==> config.mk <==
export PLATFORM = sky130hd
export DESIGN_NAME = disp_mux_cw_flat
export DESIGN_NICKNAME = d
export VERILOG_FILES = /design/src/rtl/disp_mux_cw_if.sv /design/src/rtl/disp_mux_cw.sv /design/src/flat_wrapper.sv
export SDC_FILE = /design/constraint.sdc
export NUM_CORES = 1
export LEC_CHECK = 0
export CORE_AREA = 4 4 101 55
export DETAILED_ROUTE_END_ITERATION = 6
export DIE_AREA = 0 0 105 59
export DONT_BUFFER_PORTS = 1
export GPL_TIMING_DRIVEN = 0
export PLACE_DENSITY_LB_ADDON = 0.1
export SLEW_MARGIN = 10
export SYNTH_ARGS = -nofsm -noshare
export SYNTH_HDL_FRONTEND = slang
export SYNTH_SLANG_ARGS = --single-unit
==> constraint.sdc <==
create_clock -name clk -period 1.9 [get_ports clk]
set_input_delay 0.095 -clock clk [delete_from_list [all_inputs] [get_ports clk]]
set_output_delay 0.095 -clock clk [all_outputs]
set_load 0.005 [all_outputs]
==> src/rtl/disp_mux_cw_if.sv <==
// Tail-light display bus: sweep/brake requests in, digit enables, segments and end-of-sweep pulse out.
interface disp_mux_cw_if;
  logic       en;
  logic       brake;
  logic [3:0] an;
  logic [7:0] sseg;
  logic       cycle_done;

  modport master (output en, brake, input an, sseg, cycle_done);
  modport slave  (input en, brake, output an, sseg, cycle_done);
endinterface

==> src/rtl/disp_mux_cw.sv <==
// Clockwise tail-light sweep: lights an[3] toward an[0], TICK_DIV clocks per step, then a blank step.
// All outputs registered from next-state, so they change on the same edge as the state.
module disp_mux_cw #(
  parameter int unsigned TICK_DIV = 25_000_000,
  parameter logic [7:0]  SEG_ON   = 8'b11000110
) (
  input  logic         clk,
  input  logic         reset,
  disp_mux_cw_if.slave bus
);

  localparam int unsigned PW = $clog2(TICK_DIV);
  localparam logic [PW-1:0] LAST = PW'(TICK_DIV - 1);

  typedef enum logic [2:0] {
    IDLE  = 3'd0,
    S1    = 3'd1,
    S2    = 3'd2,
    S3    = 3'd3,
    S4    = 3'd4,
    BLANK = 3'd5
  } state_t;

  state_t        state_q, state_d;
  logic [PW-1:0] pre_q, pre_d;
  logic [3:0]    an_q, an_d;
  logic [7:0]    sseg_q, sseg_d;
  logic          done_q, done_d;
  logic          tick;

  assign tick = (pre_q == LAST);

  always_comb begin
    state_d = state_q;
    pre_d   = pre_q;
    done_d  = 1'b0;
    an_d    = 4'b1111;
    sseg_d  = 8'hFF;

    // Priority: en=0 aborts, then brake freezes, then the prescaler advances.
    if (!bus.en) begin
      state_d = IDLE;
      pre_d   = '0;
    end else if (!bus.brake) begin
      if (state_q == IDLE) begin
        state_d = S1;
        pre_d   = '0;
      end else if (tick) begin
        pre_d  = '0;
        done_d = (state_q == S4);
        unique case (state_q)
          S1:      state_d = S2;
          S2:      state_d = S3;
          S3:      state_d = S4;
          S4:      state_d = BLANK;
          default: state_d = S1;
        endcase
      end else begin
        pre_d = pre_q + 1'b1;
      end
    end

    if (bus.brake) begin
      an_d = 4'b0000;
    end else begin
      unique case (state_d)
        S1:      an_d = 4'b0111;
        S2:      an_d = 4'b0011;
        S3:      an_d = 4'b0001;
        S4:      an_d = 4'b0000;
        default: an_d = 4'b1111;
      endcase
    end

    if (an_d != 4'b1111) sseg_d = SEG_ON;
  end

  always_ff @(posedge clk) begin
    if (reset) begin
      state_q <= IDLE;
      pre_q   <= '0;
      an_q    <= 4'b1111;
      sseg_q  <= 8'hFF;
      done_q  <= 1'b0;
    end else begin
      state_q <= state_d;
      pre_q   <= pre_d;
      an_q    <= an_d;
      sseg_q  <= sseg_d;
      done_q  <= done_d;
    end
  end

  assign bus.an         = an_q;
  assign bus.sseg       = sseg_q;
  assign bus.cycle_done = done_q;

endmodule

==> src/flat_wrapper.sv <==
// flat-port wrapper written by rule: the top's interface ports become plain ports
module disp_mux_cw_flat 
#(
  parameter int unsigned TICK_DIV = 25_000_000,
  parameter logic [7:0]  SEG_ON   = 8'b11000110
)
  (clk, reset, bus_en, bus_brake, bus_an, bus_sseg, bus_cycle_done);
  disp_mux_cw_if bus_i ();
  input  logic clk;
  input  logic reset;
  input wire logic [$bits(bus_i.en)-1:0] bus_en;
  input wire logic [$bits(bus_i.brake)-1:0] bus_brake;
  output wire logic [$bits(bus_i.an)-1:0] bus_an;
  output wire logic [$bits(bus_i.sseg)-1:0] bus_sseg;
  output wire logic [$bits(bus_i.cycle_done)-1:0] bus_cycle_done;
  assign bus_i.en = bus_en;
  assign bus_i.brake = bus_brake;
  assign bus_an = bus_i.an;
  assign bus_sseg = bus_i.sseg;
  assign bus_cycle_done = bus_i.cycle_done;
  disp_mux_cw #(.TICK_DIV(TICK_DIV), .SEG_ON(SEG_ON)) u_core (.clk(clk), .reset(reset), .bus(bus_i));
endmodule
After elaboration in Yosys (flattened, before gate mapping). Index checks and enable logic that the tools add are counted.

Add/sub/neg operators: 1. $mul: 0. Div/mod/pow operators: 0. Magnitude comparators: 0. Eq/ne operators: 10. Shift-type cells: 0. Muxes and demuxes: 10. Bitwise operators: 2. Reductions and logical operators: 3.

Operators with widths (count): $mux W25 (2); $add A25 B1 Y25 const B (1); $eq A25 B25 Y1 const B (1); $pmux W4 S4 (1); $eq A3 B2 Y1 const B (4); $mux W3 (4); $pmux W3 S4 (1); $eq A3 B1 Y1 const B (2); $eq A3 B3 Y1 const B (2); $mux W6 (1); $reduce_or A5 Y1 (1); $mux W4 (1); $ne A4 B4 Y1 const B (1); $logic_not A3 Y1 (1); $not A1 Y1 (2); $reduce_or A2 Y1 (1).

Register bits after elaboration: 41. Bits in latches: 0. Bits in writable memories: 0. ROM bits: 0. Input port bits: 4. Output and inout bits: 13. Word-level logic and storage cells: 31. Memories: 0.

Logic depth before layout (Yosys ltp). Gate-level depths: netlist (run 1).

Depth after elaboration: 11. Mapped depth: 7. Gate-level depth less buffers: 6.

Least setup slack after synthesis (run 1). No wires, ideal clock.

Path kind: register to register. From: reg u_core.pre_q[7]. To: reg u_core.pre_q[15]. Data arrival time: 1.576 ns. Data required time: 1.785 ns. Path slack: 0.209 ns. Stages on the path, launching flop included: 7. Clock period less this slack: 1.691 ns. Path through: dfxtp_1 -> or4_4 -> nor3_4 -> a21oi_2 -> o21ai_4 -> buf_6 -> nor2_1.

Longest elaborated chain between the ends: 3. Elaborated cells between the ends (all ways): 4. Classes of those cells: add/sub: 1; eq/ne: 1; mux: 2.

Ends and longest elaborated chain: start, declared (line disp_mux_cw.sv:25) `logic [PW-1:0] pre_q, pre_d;`; start signal, assigned (line disp_mux_cw.sv:87) `pre_q <= pre_d;`; $add A25 B1 Y25 or $eq A25 B25 Y1 (tied branches) (line disp_mux_cw.sv:59, disp_mux_cw.sv:31); $mux W25 (*) (line disp_mux_cw.sv:48) `end else if (tick) begin`; $mux W25 (*) (line disp_mux_cw.sv:45) `if (state_q == IDLE) begin`.

Mark *: on every way between the ends. The rest lies on a longest branch, timed or not. A chain may end at the register's enable or synchronous reset.

Worst setup path in the final report (run 1).
From: reg u_core.pre_q[6]. To: reg u_core.pre_q[19].

The elaborated chain is that of the path after synthesis.

==> results of run 1 <==
[metrics by stage]
stage / hold slack [ns] / TNS, ns / setup slack (ns) / power (mW) / util [%]
floorplan: 0.2130 / 0 / 0.2094 / 0.7711 / -
global placement: 0.2546 / -0.9407 / -0.06830 / 0.7839 / 39.07
detailed placement: 0.2594 / -1.639 / -0.09013 / 0.7843 / 39.07
CTS: 0.04606 / -0.002685 / -0.002685 / 1.280 / 41.88
global route: 0.05050 / -1.487 / -0.08481 / 1.318 / 43.65
finish: 0.05343 / -0.02483 / -0.02483 / 1.269 / 43.65
[cell usage after synthesis (all sizes together), types with 4 or more instances]
cell,instances
nor2,36
dfxtp,33
nor3,7
nor2b,6
buf,11
nor4,5
clkbuf,4
nand2,15
a21oi,10
xnor2,10
nand3,13
nand4,8
xor2,11
[worst register-to-register path, stage by stage (launching register included)]
cell and delay [ns]:
sky130_fd_sc_hd__dfxtp_1 0.49, sky130_fd_sc_hd__nand4_1 0.28, sky130_fd_sc_hd__or4_4 0.60, sky130_fd_sc_hd__nor3_1 0.24, sky130_fd_sc_hd__xnor2_1 0.17, sky130_fd_sc_hd__nor2_2 0.04
[registers in the layout, indices dropped and copies added (netlist names)]
register,cells
u_core.pre_q,25
u_core.bus.cycle_done,1
u_core.bus.sseg,1
u_core.bus.an,3
u_core.state_q,3
[cell families after synthesis]
kind of cell / count (synthesis) / share of synthesized area, %
AOI/OAI and AO/OA: 20 / 7.743
xor gates and xnor gates: 21 / 10.44
adders and majority gates: 1 / 0.7101
buffers and inverters: 18 / 6.463
DFF: 33 / 37.50
muxes: 2 / 1.136
other: 1 / 0.2129
and+or+nand+nor: 109 / 35.80
[area by class of cell]
| type | instances | share of cell area [%] |
|---|---|---|
| multi-input combinational | 157 | 51.21 |
| inverter | 3 | 0.5455 |
| timing repair buffer | 9 | 3.394 |
| buffer | 15 | 4.970 |
| sequential | 33 | 32.36 |
| clock buffer | 8 | 3.879 |
| tap | 60 | 3.636 |
[report_power, final]
part | switching, mW | internal [mW] | leakage (nW) | total (mW)
registers | 0.00434 | 0.698 | 0.270 | 0.702
logic | 0.0402 | 0.0303 | 0.424 | 0.0706
clock network | 0.237 | 0.260 | 0.0395 | 0.497
[metal layers]
layer,global-route usage [%],up-vias,part of all wire [%]
li1,-,741,-
met1,21.04,687,54
met2,18.14,38,38
met3,3.373,4,6.6
met4,4.486,0,1.0
met5,0,-,0
[timing repair]
| item | CTS | global route |
|---|---|---|
| hold buffers | 1 | 0 |
| buffers inserted | 2 | 6 |
| pin swaps | 3 | 5 |
| resized for setup | 5 | 10 |
| endpoints found under the setup margin | 20 | 25 |
| gates cloned | 0 | 0 |
| endpoints found under the hold margin | 3 | 0 |
[final timing paths]
path | endpoint | slack (ns)
worst max-delay path | u_core.pre_q[19]$_SDFFE_PP0N_ | -0.02
worst min register to register | u_core.pre_q[1]$_SDFFE_PP0N_ | 0.51
worst min-delay path | u_core.state_q[2]$_SDFF_PP0_ | 0.05
worst max register to register | u_core.pre_q[19]$_SDFFE_PP0N_ | -0.02
==> impl_metrics.csv, run 1 <==
group,metric,value,unit
worst_setup_path,cp_max_fo,7,
layout,layout.nets,229,
worst_setup_path,worst-path-stages,5,
layout,layout_common_cells,"sky130_fd_sc_hd__nor2_1, sky130_fd_sc_hd__dfxtp_1, sky130_fd_sc_hd__buf_4",
worst_setup_path,crit_start,"u_core.pre_q[6]$_SDFFE_PP0N_",
power_and_ir_drop,max-vdd-ir-drop,0.0002147,V
synth,synth.yosys.seq_area_share,37.50,%
clock_tree,tritoncts.num_buffers,5,
floorplan,start_util,37.25,%
placement,gp_routability_congestion,0.7888,
worst_setup_path,worst_setup_path_start_kind,"flop",
layout,sequential_cell_area,668.1,um2
detailed_routing,total_wirelength_of_the_detailed_routed_design,4224,um
worst_hold_path,hold_depth,2,
worst_setup_path,crit_path_cell_trace,"nand4_1 -> or4_4 -> nor3_1 -> xnor2_1 -> nor2_2",
clock_tree,clk-insertion-delay-late,0.28,ns
global_routing,overflow_after_grt,0,
worst_setup_path,r2r_cells,5,
synth,synthDistinctLibCells,46,
detailed_routing,num_vias,1470,
sta,final_hold_viol_count,0,
worst_hold_path,worstHoldPathType,"primary input to flop",
layout,layoutNonFillerInstCount,285,
job,drv_cap,0,
detailed_routing,drt_pre_antenna_iters,5,
clock_tree,tritoncts,"yes",
floorplan,io-pin-count,17,
clock_tree,clk_root_buffer_cell,"sky130_fd_sc_hd__clkbuf_8",
sta,timing.final.max_slew_violations,0,
detailed_routing,detailedRoute.firstIterationViolations,66,
power_and_ir_drop,power_leakage,0.7336,nW
clock_tree,ctsHtreeMaxLevel,2,
placement,port_buffers,0,
worst_setup_path,timing.critical_path.max_delay_family,"simple AND/OR/NAND/NOR gates",
sta,min_cycle_time_layout,1.925,ns
clock_tree,cts.sink_count,33,
global_routing,maximum_number_of_pins_on_one_net_before_global_route_repair,11,
placement,hpwl,3034,um
detailed_routing,final_ant_viol_nets,0,
sta,rsz0062_at_grt,"true",
floorplan,die-width,105,um
layout,most_frequent_standard_cell_in_the_layout_excluding_fill_and_tap_cells,"sky130_fd_sc_hd__nor2_1",
sta,timing.final.crit_share,101.3,%
synth,syn_inst,205,
worst_setup_path,critPathSlowestCell,"sky130_fd_sc_hd__or4_4",
layout,area_grow_syn2layout,17.19,%
power_and_ir_drop,cellPowerDensity,614.9,nW/um2
placement,placement.cell_area,1848,um2
clock_tree,ctsLongestPathBuffers,2,
outcome,failed_checks,"negative setup slack",
synth,asyncSetResetFlopFracSynth,0,%
detailed_routing,drcViolationCount,0,
layout,diode_count,0,
global_routing,number_of_global_route_vias_before_repair,1321,
detailed_routing,routed_via_density,5.158,
synth,netlist_top_cells_area,"sky130_fd_sc_hd__dfxtp_1, sky130_fd_sc_hd__nor2_1, sky130_fd_sc_hd__xor2_1",
layout,area_of_the_multi_input_gates,1057,um2
worst_setup_path,crit_path_max_incr_delay,0.60,ns
worst_setup_path,worst_path_buf_inv,0,
detailed_routing,wl_per_cell,14.82,um
synth,ys_seq_elements,33,
floorplan,core-area,4730,um2
outcome,run_status,"complete, but fails checks",
clock_tree,clkSlewWorstSetupHoldPaths,0.06,ns
worst_setup_path,rr_startpoint,"u_core.pre_q[6]$_SDFFE_PP0N_",
synth,synth_warnings,0,
synth,synthFlopType,"sky130_fd_sc_hd__dfxtp_1",
worst_setup_path,cp.arrival,2.10,ns
synth,synth_top_cell_area_share,37.50,%
sta,setup_viol_count_final,1,
floorplan,floorplan.die.height,59,um
floorplan,die_area,6195,um2
sta,finalClockSkew,0.002789,ns
global_routing,antenna_found_initial,0,
synth,synth_area,1762,um2
synth,yosysTopAreaCell,"sky130_fd_sc_hd__dfxtp_1",
worst_setup_path,worstPathRequired,2.08,ns
floorplan,fp-row-count,18,
placement,placedCellCount,268,
sta,fmax,519.5,MHz
worst_hold_path,holdCritStartpoint,"reset",
global_routing,grt_first_pass_wirelength,6513,um
layout,layout.filler_cells,480,
worst_setup_path,timing_worst_setup_path_type,"flop to flop",
layout,post_route_cells_drive_above_1_share,20.89,%
synth,syn_area_cell,8.594,um2
synth,synth_edf_count,0,
sta,postLayoutSetupSlackWorst,-0.02483,ns
worst_setup_path,end_kind,"flop",
layout,finish.instance_area,2064,um2
global_routing,all_layer_gr_usage,13.63,%
Note: power is estimated with default switching activity, not from simulation.
==> inputs of run 2 (changes only) <==
Settings changed: CTS_BUF_LIST set to sky130_fd_sc_hd__clkbuf_16.
==> impl_metrics.csv, run 2 (synthesis results as in run 1) <==
group,metric,value,unit
global_routing,overflow_after_grt,0,
sta,holdWs,0.06162,ns
floorplan,die-width,105,um
worst_setup_path,crit_path_max_incr_delay,0.41,ns
detailed_routing,wl_per_cell,14.84,um
clock_tree,tritoncts.num_buffers,5,
layout,sequential_cell_area,668.1,um2
outcome,run_status,"complete, but fails checks",
clock_tree,tritoncts,"yes",
sta,final_hold_viol_count,0,
detailed_routing,total_wirelength_of_the_detailed_routed_design,4273,um
sta,setup_viol_count_final,20,
placement,port_buffers,0,
clock_tree,ctsLongestPathBuffers,2,
sta,fmax,513.4,MHz
worst_hold_path,worstHoldPathType,"primary input to flop",
floorplan,fp-row-count,18,
sta,finalClockSkew,0.002557,ns
layout,layout_common_cells,"sky130_fd_sc_hd__nor2_1, sky130_fd_sc_hd__dfxtp_1, sky130_fd_sc_hd__buf_4",
worst_setup_path,worstPathRequired,2.06,ns
power_and_ir_drop,report.power.total,1.515,mW
clock_tree,clkSlewWorstSetupHoldPaths,0.05,ns
layout,top_register,"u_core.pre_q",
layout,area_of_the_multi_input_gates,1051,um2
sta,timing.final.max_slew_violations,0,
sta,rsz0062_at_grt,"true",
sta,min_cycle_time_layout,1.948,ns
floorplan,core-area,4730,um2
layout,post_route_cells_drive_above_1_share,21.93,%
outcome,failed_checks,"negative setup slack",
layout,layout.nets,232,
global_routing,number_of_global_route_vias_before_repair,1303,
clock_tree,cts.sink_count,33,
detailed_routing,detailedRoute.firstIterationViolations,98,
worst_setup_path,worst_setup_path_start_kind,"flop",
layout,largest_register_ffs,25,
layout,area_grow_syn2layout,21.73,%
floorplan,die_area,6195,um2
worst_setup_path,crit_path_cell_trace,"nand4bb_1 -> nor4_4 -> a21oi_4 -> o21ai_4 -> buf_6 -> nor2_1",
worst_setup_path,cp.arrival,2.11,ns
global_routing,all_layer_gr_usage,13.56,%
detailed_routing,drcViolationCount,0,
layout,layout.filler_cells,471,
layout,most_frequent_standard_cell_in_the_layout_excluding_fill_and_tap_cells,"sky130_fd_sc_hd__nor2_1",
worst_setup_path,critPathSlowestCell,"sky130_fd_sc_hd__nor4_4",
sta,timing.final.crit_share,102.5,%
sta,postLayoutSetupSlackWorst,-0.04792,ns
power_and_ir_drop,cellPowerDensity,706.6,nW/um2
detailed_routing,final_ant_viol_nets,0,
detailed_routing,num_vias,1527,
detailed_routing,routed_via_density,5.302,
clock_tree,ctsHtreeMaxLevel,2,
worst_setup_path,cp_max_fo,7,
clock_tree,clk-insertion-delay-late,0.27,ns
sta,worstMarginPinSlew,0.5139,ns
placement,hpwl,3034,um
worst_setup_path,end_kind,"flop",
floorplan,start_util,37.25,%
global_routing,grt_first_pass_wirelength,6513,um
job,drv_cap,0,
worst_setup_path,timing_worst_setup_path_type,"flop to flop",
clock_tree,clk_root_buffer_cell,"sky130_fd_sc_hd__clkbuf_16",
layout,diode_count,0,
power_and_ir_drop,max-vdd-ir-drop,0.0003342,V
power_and_ir_drop,power_leakage,0.7705,nW
global_routing,maximum_number_of_pins_on_one_net_before_global_route_repair,11,
floorplan,io-pin-count,17,
global_routing,antenna_found_initial,0,
placement,gp_routability_congestion,0.7888,
sta,post_route_setup_tns,-0.6792,ns
floorplan,floorplan.die.height,59,um
sta,worst_slew_margin_rel,65.45,%
detailed_routing,drt_pre_antenna_iters,4,
run 2: routing by layer:
layer	global-route usage [%]	up-vias	part of all wire [%]
met2	17.50	46	36
met3	3.373	7	6.8
li1	-	748	-
met4	3.925	0	1.1
met1	21.50	726	56
met5	0	-	0
run 2: final timing paths:
kind	cells after the start	slack (ns)	startpoint	end
hold reg to reg	2	0.51	u_core.pre_q[1]$_SDFFE_PP0N_	u_core.pre_q[1]$_SDFFE_PP0N_
setup reg to reg	6	-0.05	u_core.pre_q[6]$_SDFFE_PP0N_	u_core.pre_q[7]$_SDFFE_PP0N_
setup / recovery	6	-0.05	u_core.pre_q[6]$_SDFFE_PP0N_	u_core.pre_q[7]$_SDFFE_PP0N_
hold / removal	2	0.06	reset	u_core.state_q[2]$_SDFF_PP0_
run 2: per-stage QoR:
step / area [um2] / std cells / worst slack [ns] / util, %
after floorplan: 1773 / 208 / 0.2094 / -
after CTS: 2017 / 277 / -0.00008438 / 42.65
after detailed placement: 1848 / 268 / -0.09013 / 39.07
after global routing: 2145 / 288 / -0.1171 / 45.34
after global placement: 1848 / 268 / -0.06830 / 39.07
final: 2145 / 288 / -0.04792 / 45.34
run 2: cell type report:
cell class	instances	area share (%)
multi-input cells	157	49.01
flip-flops and latches	33	31.16
clock buffers	5	5.834
plain buffers	15	4.784
repair buffers	12	4.667
well taps	60	3.501
clock inverters	3	0.5251
inverters	3	0.5251
run 2: power by group:
part / internal [mW] / switching [mW]
sequential: 0.700 / 0.00436
clock: 0.469 / 0.261
combinational: 0.0366 / 0.0440
run 2: timing repair:
action                                 in CTS  in global routing
endpoints found under the hold margin       3                  0
hold buffers                                1                  0
gates cloned                                0                  2
pin swaps                                   2                  9
setup buffers                               0                  9
setup endpoints to repair                  20                 25
gates resized for setup                     4                 16
run 2: critical path: cells and delay by family, from the launching register on:
kind	cells	cell delay [ns]
AO/OA/AOI/OAI	2	0.46
buffers and inverters	1	0.18
flip-flops	1	0.38
AND/OR/NAND/NOR	3	0.82
